--- src/rtl/sn_psg_pkg.sv ---
// sn_psg_pkg: shared constants and types for the SN76489-compatible PSG blocks
package sn_psg_pkg;

    localparam int PRESC_W = 4;
    localparam int RATE_W  = 7;

    localparam logic [1:0] NF_16    = 2'd0;
    localparam logic [1:0] NF_32    = 2'd1;
    localparam logic [1:0] NF_64    = 2'd2;
    localparam logic [1:0] NF_TONE3 = 2'd3;

    localparam logic [RATE_W-1:0] RATE_16 = 7'd16;
    localparam logic [RATE_W-1:0] RATE_32 = 7'd32;
    localparam logic [RATE_W-1:0] RATE_64 = 7'd64;

    localparam logic [14:0] DEF_LFSR_INIT = 15'h4000;
    localparam logic [14:0] DEF_TAP_MASK  = 15'h0003;

    typedef struct packed {
        logic       fb;
        logic [1:0] nf;
    } noise_ctrl_t;

    // NF_TONE3 never uses the rate counter, so any reload value works there
    function automatic logic [RATE_W-1:0] rate_reload(input logic [1:0] nf);
        return (nf == NF_32) ? RATE_32 : (nf == NF_64) ? RATE_64 : RATE_16;
    endfunction

endpackage

--- src/rtl/sn_noise_lfsr.sv ---
// sn_noise_lfsr: noise shift register with white/periodic feedback and lockup recovery
module sn_noise_lfsr
    import sn_psg_pkg::*;
#(
    parameter int                 LFSR_W    = 15,
    parameter logic [LFSR_W-1:0]  LFSR_INIT = DEF_LFSR_INIT,
    parameter logic [LFSR_W-1:0]  TAP_MASK  = DEF_TAP_MASK
) (
    input  logic              clk,
    input  logic              rst,
    input  logic              load,
    input  logic              shift,
    input  logic              white,
    output logic [LFSR_W-1:0] lfsr
);

    logic [LFSR_W-1:0] r_lfsr;
    logic              w_fb;

    assign w_fb = white ? ^(r_lfsr & TAP_MASK) : r_lfsr[0];
    assign lfsr = r_lfsr;

    // load wins over shift; an all-zero register is re-seeded instead of shifted
    always_ff @(posedge clk) begin
        if (rst || load)
            r_lfsr <= LFSR_INIT;
        else if (shift)
            r_lfsr <= (r_lfsr == '0) ? LFSR_INIT : {w_fb, r_lfsr[LFSR_W-1:1]};
    end

endmodule

--- src/rtl/sn_noise_gen.sv ---
// sn_noise_gen: PSG noise channel -- control register, rate divider and LFSR driving snd_out
module sn_noise_gen
    import sn_psg_pkg::*;
#(
    parameter int                 LFSR_W    = 15,
    parameter logic [LFSR_W-1:0]  LFSR_INIT = DEF_LFSR_INIT,
    parameter logic [LFSR_W-1:0]  TAP_MASK  = DEF_TAP_MASK
) (
    input  logic       clk,
    input  logic       rst,
    input  logic       ce,
    input  logic       wr_en,
    input  logic [2:0] wr_data,
    input  logic       tone3_tick,
    output logic       snd_out,
    output logic       shift_strb
);

    noise_ctrl_t          r_ctrl;
    logic [PRESC_W-1:0]   r_presc;
    logic [RATE_W-1:0]    r_cnt;
    logic                 r_phase;
    logic                 r_strb;
    noise_ctrl_t          w_wr_ctrl;
    logic                 w_tick16;
    logic                 w_rate_evt;
    logic                 w_shift;
    logic [LFSR_W-1:0]    w_lfsr;

    assign w_wr_ctrl  = noise_ctrl_t'(wr_data);
    assign w_tick16   = ce && (r_presc == '1);
    assign w_rate_evt = w_tick16 && (r_cnt == RATE_W'(1)) && !r_phase;
    assign w_shift    = (r_ctrl.nf == NF_TONE3) ? tone3_tick : w_rate_evt;
    assign snd_out    = w_lfsr[0];
    assign shift_strb = r_strb;

    // free-running divide-by-16 of the chip clock enable; writes leave it alone
    always_ff @(posedge clk) begin
        if (rst)
            r_presc <= '0;
        else if (ce)
            r_presc <= r_presc + 1'b1;
    end

    // half-period down-counter; each phase 0->1 transition is one shift
    always_ff @(posedge clk) begin
        if (rst) begin
            r_cnt   <= RATE_16;
            r_phase <= 1'b0;
        end else if (wr_en) begin
            r_cnt   <= rate_reload(w_wr_ctrl.nf);
            r_phase <= 1'b0;
        end else if (w_tick16) begin
            r_cnt   <= (r_cnt == RATE_W'(1)) ? rate_reload(r_ctrl.nf) : r_cnt - 1'b1;
            r_phase <= (r_cnt == RATE_W'(1)) ? ~r_phase : r_phase;
        end
    end

    // control register and shift strobe; a write suppresses any coincident shift
    always_ff @(posedge clk) begin
        if (rst) begin
            r_ctrl <= '0;
            r_strb <= 1'b0;
        end else begin
            r_ctrl <= wr_en ? w_wr_ctrl : r_ctrl;
            r_strb <= w_shift && !wr_en;
        end
    end

    sn_noise_lfsr #(
        .LFSR_W    (LFSR_W),
        .LFSR_INIT (LFSR_INIT),
        .TAP_MASK  (TAP_MASK)
    ) u_lfsr (
        .clk   (clk),
        .rst   (rst),
        .load  (wr_en),
        .shift (w_shift && !wr_en),
        .white (r_ctrl.fb),
        .lfsr  (w_lfsr)
    );

endmodule

--- config.mk ---
export PLATFORM = sky130hd
export DESIGN_NAME = sn_noise_gen
export DESIGN_NICKNAME = d
export VERILOG_FILES = /design/src/rtl/sn_psg_pkg.sv /design/src/rtl/sn_noise_lfsr.sv /design/src/rtl/sn_noise_gen.sv
export SDC_FILE = /design/constraint.sdc
export NUM_CORES = 1
export LEC_CHECK = 0
export CORE_MARGIN = 10
export CORE_UTILIZATION = 45
export CTS_BUF_LIST = sky130_fd_sc_hd__clkbuf_16
export DETAILED_ROUTE_END_ITERATION = 10
export PLACE_DENSITY = 0.73
export RECOVER_POWER = 100
export SETUP_SLACK_MARGIN = 0.5
export SKIP_LAST_GASP = 1
export SYNTH_ARGS = -nofsm -noshare
export SYNTH_HDL_FRONTEND = slang
export SYNTH_HIERARCHICAL = 1
export SYNTH_SLANG_ARGS = --single-unit
--- constraint.sdc ---
create_clock -name clk -period 2.4 [get_ports clk]
set_input_delay 0.36 -clock clk [delete_from_list [all_inputs] [get_ports clk]]
set_output_delay 0.36 -clock clk [all_outputs]
set_load 0.05 [all_outputs]
==> summary.md, run 1 <==
| Metric | Value |
|---|---|
| Hold Crit Start | `u_lfsr/lfsr[1]$_SDFFE_PP0P_` |
| Buf/Inv on CP | `3` |
| Crit Path Max Fanout | `5` |
| Worst r2r dst | `u_lfsr/lfsr[9]$_SDFFE_PP0P_` |
| Layout cells sized above 1 | `20.9%` |
| Final Max Slew Viols | `0` |
| DRC viols | `0` |
| DR iter-0 viols | `30` |
| Post-DP HPWL | `2.09 mm` |
| Worst R2R Path Depth | `10` |
| Synth Instances | `155` |
| Final Hold Fails | `0` |
| DIE AREA | `6070 um^2` |
| Tightest Pin Transition | `0.515 ns` |
| Worst Hold Endpoint | `u_lfsr/lfsr[0]$_SDFFE_PP0P_` |
| Vias in the first global route | `1,159` |
| Peak supply drop | `0.549 mV` |
| RR Startpoint | `r_cnt[1]$_SDFFE_PP0P_` |
| Clk Latency, worst-skew pair | `0.27 ns` |
| Fmax | `482 MHz` |
| Dpl ws | `0.147 ns` |
| GP Congestion | `0.799` |
| Final ANT Viol Nets | `0` |
| Sequential-to-total area share from yosys stat | `41.2%` |
| GRT Overall Usage | `10.6%` |
| Detailed-route wire length | `3.12 mm` |
| Mapped cell area | `1510 um^2` |
| Worst-path cell chain | `dlygate4sd3_1 -> nand4_4 -> o41a_1 -> nor2_1 -> buf_6 -> clkbuf_16 -> mux2i_1 -> nor2_1` |
| Switching pwr | `0.000252 W` |
| Most frequent CP cell | `nor2_1` |
| Max-slew headroom | `65.5%` |
| Die W | `77.9 um` |
| Synth-to-layout area growth | `30.8%` |
| R2R Setup Slk | `0.34 ns` |
| Post-layout minimum cycle time | `2.07 ns` |
| Top Ports | `10` |
| Overflow after GRT | `0` |
| Clock Power Share | `49.2%` |
| Setup_tns | `0 ns` |
| CTS root buf | `clkbuf_16` |
| # diodes | `0` |
| CP top delay family | `buffers and inverters` |
| FP Rows | `20` |
| First-pass GRT wire length | `5.05 mm` |
| Slowest stage delay, CP | `0.59 ns` |
| CP max stage cell | `dlygate4sd3_1` |
| P_leak | `0.730 nW` |
| Largest net degree at the start of global routing | `16` |
| Filler Cells Inserted | `273` |
| H-tree depth | `2` |
| Worst-path clk slew | `0.05 ns` |
| Fin nets | `203` |
| CTS buffer count | `5` |
| Final setup viols | `0` |
| Hold Path Class | `flip-flop to flip-flop` |
| Port Buffers | `9` |
| Critical path endpoint category | `flip-flop` |
| RSZ-0062 raised after global routing | `yes` |
| Power Internal | `0.000930 W` |
| Asr flop ratio synth | `0%` |
| Num Clock Sinks | `31` |
| CTS Hold Bufs | `0` |
| Core area | `3130 um^2` |
| CP arrival | `2.22 ns` |
| Sw Share | `21.3%` |
| #FFs+latches synth | `31` |
| Syn_nets | `172` |
| TritonCTS clock tree | `done` |
| Status | `finished clean` |
| Pwr/cell area | `599 nW/um^2` |
| Critical path class | `primary input to flip-flop` |
| PnR worst setup slack | `0.326 ns` |
| Pwr Total | `0.00118 W` |
| Worst EP required | `2.55 ns` |
| Number of max-cap violations | `0` |
| Max clock buf depth | `2` |
| Vias | `1,169` |
| Starting Density | `48.2%` |
| Post-synthesis average cell area | `9.73 um^2` |
| Initial DRT Pass Iterations | `4` |
| Chip height | `77.9 um` |
| Initial antenna violation count | `0` |
| Final Cycle Share | `86.4%` |
| Count of cell types in the netlist | `43` |
| Number of synthesis warnings | `6` |
| Worst Hold Path Cells | `2` |
| Post-synth EDFFs | `0` |
| Dominant synthesized flop cell | `dfxtp_1` |
| Critical Path Start Type | `primary input` |
| DR WL/cell | `13.5 um` |
| Worst Skew | `0.00199 ns` |
| Vias/cell | `5.06` |
| Share of power burned in registers | `45.4%` |
| Comb power frac | `5.4%` |
## worst max-delay path by stage
stage / from / endpoint / slack, ns / cells after the start
3_5_place_dp: ce / u_lfsr/lfsr[8]$_SDFFE_PP0P_ / 0.15 / 8
4_1_cts: r_cnt[1]$_SDFFE_PP0P_ / u_lfsr/lfsr[0]$_SDFFE_PP0P_ / 0.45 / 9
2_1_floorplan: r_cnt[1]$_SDFFE_PP0P_ / u_lfsr/lfsr[0]$_SDFFE_PP0P_ / 0.44 / 10
3_3_place_gp: ce / u_lfsr/lfsr[14]$_SDFFE_PP1P_ / 0.17 / 7
6_report: ce / u_lfsr/lfsr[9]$_SDFFE_PP0P_ / 0.33 / 8
5_1_grt: r_cnt[1]$_SDFFE_PP0P_ / u_lfsr/lfsr[9]$_SDFFE_PP0P_ / 0.17 / 10
## sequential cells by signal, indices dropped and copies added (netlist names)
| name | cells |
|---|---|
| r_phase | 1 |
| u_lfsr/lfsr | 15 |
| r_cnt | 7 |
| shift_strb | 1 |
| r_ctrl | 3 |
| r_presc | 4 |
## worst reg2reg max path, stage by stage, from the launching register on
cell and delay [ns]:
dfxtp_1 0.31, inv_2 0.07, ha_4 0.13, nor3b_4 0.20, nand2_1 0.11, o41a_1 0.35, nor2_1 0.21, buf_6 0.16
clkbuf_16 0.14, mux2i_1 0.19, nor2_1 0.05
## cell usage after synthesis (2+ instances only)
master     count  area share (%)
ha_1           9             7.5
xor2_1         2             1.2
mux2i_1       19              13
a2111oi_2      2             2.0
nor3_1         2            0.66
or3_1          2            0.83
buf_1          2            0.50
inv_1          9             2.2
dfxtp_1       31              41
a21oi_1        6             2.0
clkbuf_1       2            0.50
a211oi_1       2             1.0
nand2_1        8             2.0
nor2_1        28             7.0
mux2_2         2             1.5
nor4_1         2            0.83
## through the flow
step | std cells | utilization (%) | area, um^2 | hold slack [ns]
detailed placement | 208 | 54.6 | 1710 | 0.494
CTS | 228 | 62.2 | 1940 | 0.506
finish | 231 | 63.0 | 1970 | 0.507
global placement | 208 | 54.6 | 1710 | 0.472
global route | 231 | 63.0 | 1970 | 0.543
floorplan | 155 | - | 1540 | 0.460
## power groups by stage
stage	Combinational (W)	Sequential [W]	Clock, W
2_1_floorplan	0.0000389	0.000545	0
3_3_place_gp	0.0000622	0.000547	0
3_5_place_dp	0.0000640	0.000547	0
4_1_cts	0.0000652	0.000536	0.000598
5_1_grt	0.0000701	0.000537	0.000627
6_report	0.0000637	0.000537	0.000582
## per-layer routing
metal  up-vias  global-route usage [%]  part of all wire [%]
met1       542                    9.55                    41
met5         -                       0                     0
met2        15                    19.2                    53
met4         0                    6.75                   2.4
li1        604                       -                     -
met3         8                    4.49                   3.5
## cells in the final DEF (no fill, tap or decap), drive strengths merged, types with 2 or more instances in the layout
cell type      instances
nor4b                  2
clkbuf                11
or2                    2
nor3                   3
dfxtp                 31
or3                    2
buf                   16
a211oi                 2
nor4                   2
ha                     9
xor2                   2
mux2i                 19
dlygate4sd3            4
nor2                  28
nand2                  8
nand4                  2
inv                   11
a21oi                  6
and4                   2
nor3b                  2
mux2                   2
a2111oi                2
clkdlybuf4s50          5
## kinds of logic (layout without fill, tap and decap cells)
kind of cell	after synthesis	in the layout	synth area share (%)
and+or+nand+nor	58	58	21.9
DFF	31	31	41.2
muxes	21	21	14.1
AOI/OAI and AO/OA	17	17	8.80
buffers and inverters	16	48	4.81
adders and majority gates	9	9	7.47
xor gates and xnor gates	3	3	1.74
## final cells by class
| type | count | area (um^2) | area share (%) |
|---|---|---|---|
| multi-input combinational | 108 | 840 | 42.6 |
| clock buffer | 5 | 125 | 6.35 |
| tap | 44 | 55.1 | 2.79 |
| sequential | 31 | 624 | 31.7 |
| timing repair buffer | 31 | 282 | 14.3 |
| inverter | 9 | 33.8 | 1.71 |
| clock inverter | 3 | 12.5 | 0.635 |
## repair_timing
| action | CTS | global route |
|---|---|---|
| endpoints found under the setup margin | 15 | 18 |
| endpoints found under the hold margin | 0 | 0 |
| gates resized for setup | 3 | 3 |
| pin swaps | 0 | 1 |
| setup buffers | 12 | 2 |
| gates cloned | 0 | 1 |
No activity file was read; power rests on OpenSTA's default activity.
==> run 2, diff against run 1 <==
- HOLD_SLACK_MARGIN: default -> 0.03
==> results of run 2 <==
Final layout, timing and power as in run 1 (identical DEF).
==> run 3, diff against run 2 <==
- PLACE_DENSITY: 0.73 -> 0.65
- SLEW_MARGIN: default -> 25
==> run 3 against run 2 <==
Effect of this change:
- sequential power about the same
- cell count shrank 2.2%
- utilization is 1.6 points lower
- cell area down 2.5%
- clock skew up 0.0028 ns
- routed wire length increased by 0.19%
- die area did not move
- highest routed layer unchanged
- first-iteration DRC count rose to 3.8 times the previous value
- critical path depth up 2
- sequential cell count did not move
- global-route usage increased by 0.26 points
==> summary.md, run 3 (synthesized netlist as in run 1, its figures left out) <==
| Metric | Value |
|---|---|
| Max clock buf depth | `2 (unchanged)` |
| # diodes | `0 (unchanged)` |
| Slowest stage delay, CP | `0.35 ns (-0.24 ns)` |
| Core area | `3130 um^2 (unchanged)` |
| Clk Latency, worst-skew pair | `0.28 ns (about the same)` |
| Final setup viols | `0 (unchanged)` |
| Fmax | `466 MHz (-3.4%)` |
| CTS root buf | `clkbuf_16` |
| Setup_tns | `0 ns (unchanged)` |
| Post-DP HPWL | `2.16 mm (+3.4%)` |
| Die W | `77.9 um (unchanged)` |
| Chip height | `77.9 um (unchanged)` |
| GP Congestion | `0.790 (-1.2%)` |
| Final Cycle Share | `89.4% (+3.0 points)` |
| Post-layout minimum cycle time | `2.15 ns (+0.0723 ns)` |
| Power Internal | `0.00104 W (+12%)` |
| Sw Share | `19.9% (-1.5 points)` |
| Switching pwr | `0.000258 W (+2.3%)` |
| Final ANT Viol Nets | `0 (unchanged)` |
| Num Clock Sinks | `31 (unchanged)` |
| Port Buffers | `9 (unchanged)` |
| Pwr/cell area | `675 nW/um^2 (+13%)` |
| Commonest cells after routing, fill and taps aside | `dfxtp_1, nor2_1, mux2i_1` |
| Max reg flops | `15 (unchanged)` |
| RSZ-0062 raised after global routing | `yes` |
| Status | `finished clean` |
| Final Hold Fails | `0 (unchanged)` |
| Layout cells sized above 1 | `19.8% (-1.1 points)` |
| Critical path class | `flip-flop to flip-flop` |
| CP startpoint | `r_cnt[1]$_SDFFE_PP0P_` |
| Worst-path clk slew | `0.05 ns (about the same)` |
| Filler Cells Inserted | `264 (-3.3%)` |
| Fin nets | `198 (-2.5%)` |
| FP Rows | `20 (unchanged)` |
| H-tree depth | `2 (unchanged)` |
| Final Max Slew Viols | `0 (unchanged)` |
| DIE AREA | `6070 um^2 (unchanged)` |
| Starting Density | `48.2% (unchanged)` |
| Initial DRT Pass Iterations | `4 (unchanged)` |
| CTS Hold Bufs | `0 (unchanged)` |
| Clock Power Share | `53.9% (+4.7 points)` |
| Most common cell after layout, fill and taps aside | `dfxtp_1` |
| Vias in the first global route | `1,118 (-3.5%)` |
| First-pass GRT wire length | `5.27 mm (+4.4%)` |
| Tightest Pin Transition | `0.606 ns (+0.0907 ns)` |
| Worst Skew | `0.00478 ns (+0.00279 ns)` |
| Overflow after GRT | `0 (unchanged)` |
| Largest net degree at the start of global routing | `12 (-4)` |
| Synth-to-layout area growth | `27.5%` |
| CP max stage cell | `o41a_1` |
| Share of power burned in registers | `41.2% (-4.2 points)` |
| Number of max-cap violations | `0 (unchanged)` |
| CP arrival | `2.31 ns (+0.09 ns)` |
| Max-slew headroom | `59.8% (-5.8 points)` |
| Vias | `1,161 (-0.68%)` |
| Peak supply drop | `0.434 mV (-21%)` |
| Detailed-route wire length | `3.13 mm (+0.19%)` |
| TritonCTS clock tree | `done` |
| Top Ports | `10 (unchanged)` |
| Initial antenna violation count | `0 (unchanged)` |
| RR Startpoint | `r_cnt[1]$_SDFFE_PP0P_` |
| DR iter-0 viols | `114 (+280%)` |
| Worst-path cell chain | `inv_2 -> ha_4 -> nor3b_1 -> nand2_2 -> o41a_1 -> nor2_2 -> buf_6 -> buf_4 -> mux2i_1 -> nor2_1` |
| DRC viols | `0 (unchanged)` |
| Pwr Total | `0.00130 W (+9.7%)` |
| DR WL/cell | `13.8 um (+2.4%)` |
| Critical Path Start Type | `flip-flop` |
| CTS buffer count | `5 (unchanged)` |
| Hold Crit Start | `r_phase$_SDFFE_PP0P_` |
| Crit Path Max Fanout | `5 (unchanged)` |
| P_leak | `0.699 nW (-4.3%)` |
| Comb power frac | `4.8% (-0.6 points)` |
| Vias/cell | `5.14 (+1.5%)` |
| Hold Path Class | `flip-flop to flip-flop` |
| GRT Overall Usage | `10.9% (+0.26 points)` |
| Critical path endpoint category | `flip-flop` |
| Worst EP required | `2.57 ns (+0.02 ns)` |
run 3: power by group through the flow:
stage	combinational [W]	sequential (W)	clock [W]
floorplan	0.0000389	0.000545	0
global placement	0.0000651	0.000547	0
detailed placement	0.0000662	0.000547	0
CTS	0.0000671	0.000536	0.000714
global route	0.0000707	0.000536	0.000740
finish	0.0000627	0.000535	0.000699
run 3: what timing repair did:
action | 4_1_cts | 5_1_grt
buffers inserted | 8 | 1
resized for setup | 1 | 4
endpoints found under the setup margin | 15 | 16
pin swaps | 1 | 3
run 3: final timing paths:
| check | endpoint | slack [ns] | cells after the start |
|---|---|---|---|
| max | u_lfsr/lfsr[11]$_SDFFE_PP0P_ | 0.25 | 10 |
| min | r_phase$_SDFFE_PP0P_ | 0.50 | 2 |
| max reg2reg | u_lfsr/lfsr[11]$_SDFFE_PP0P_ | 0.25 | 10 |
| min reg2reg | r_phase$_SDFFE_PP0P_ | 0.50 | 2 |
run 3: metrics by stage:
| stage | utilization (%) | cell area, um^2 | instances | setup slack (ns) | hold WS [ns] |
|---|---|---|---|---|---|
| 6_report | 61.4 | 1920 | 226 | 0.253 | 0.496 |
| 5_1_grt | 61.4 | 1920 | 226 | 0.139 | 0.533 |
| 4_1_cts | 62.1 | 1940 | 225 | 0.424 | 0.496 |
| 3_5_place_dp | 54.8 | 1720 | 209 | 0.115 | 0.487 |
| 3_3_place_gp | 54.8 | 1720 | 209 | 0.157 | 0.471 |
| 2_1_floorplan | - | 1540 | 155 | 0.438 | 0.460 |
run 3: routing by layer:
metal / vias to the layer above / track usage (%) / wire, um
met1: 550 / 14.0 / 1550
met3: 7 / 4.84 / 118
met5: - / 0 / 0
met2: 14 / 14.9 / 1390
li1: 590 / - / -
met4: 0 / 5.47 / 75
run 3: worst max-delay path: cells and delay by family (launching register included):
kind | cells | cell delay (ns)
multiplexers | 1 | 0.21
AND/OR/NAND/NOR | 4 | 0.67
adder cells (fa/ha/maj) | 1 | 0.13
buffers and inverters | 3 | 0.34
flip-flops | 1 | 0.32
AO/OA/AOI/OAI | 1 | 0.35
run 3: final cells by class:
cell class / count / area (um^2) / area share, %
timing repair buffer: 26 / 220 / 11.5
tap: 44 / 55.1 / 2.86
clock inverter: 3 / 38.8 / 2.02
sequential: 31 / 626 / 32.6
inverter: 9 / 33.8 / 1.76
clock buffer: 5 / 125 / 6.51
multi-input combinational: 108 / 823 / 42.8
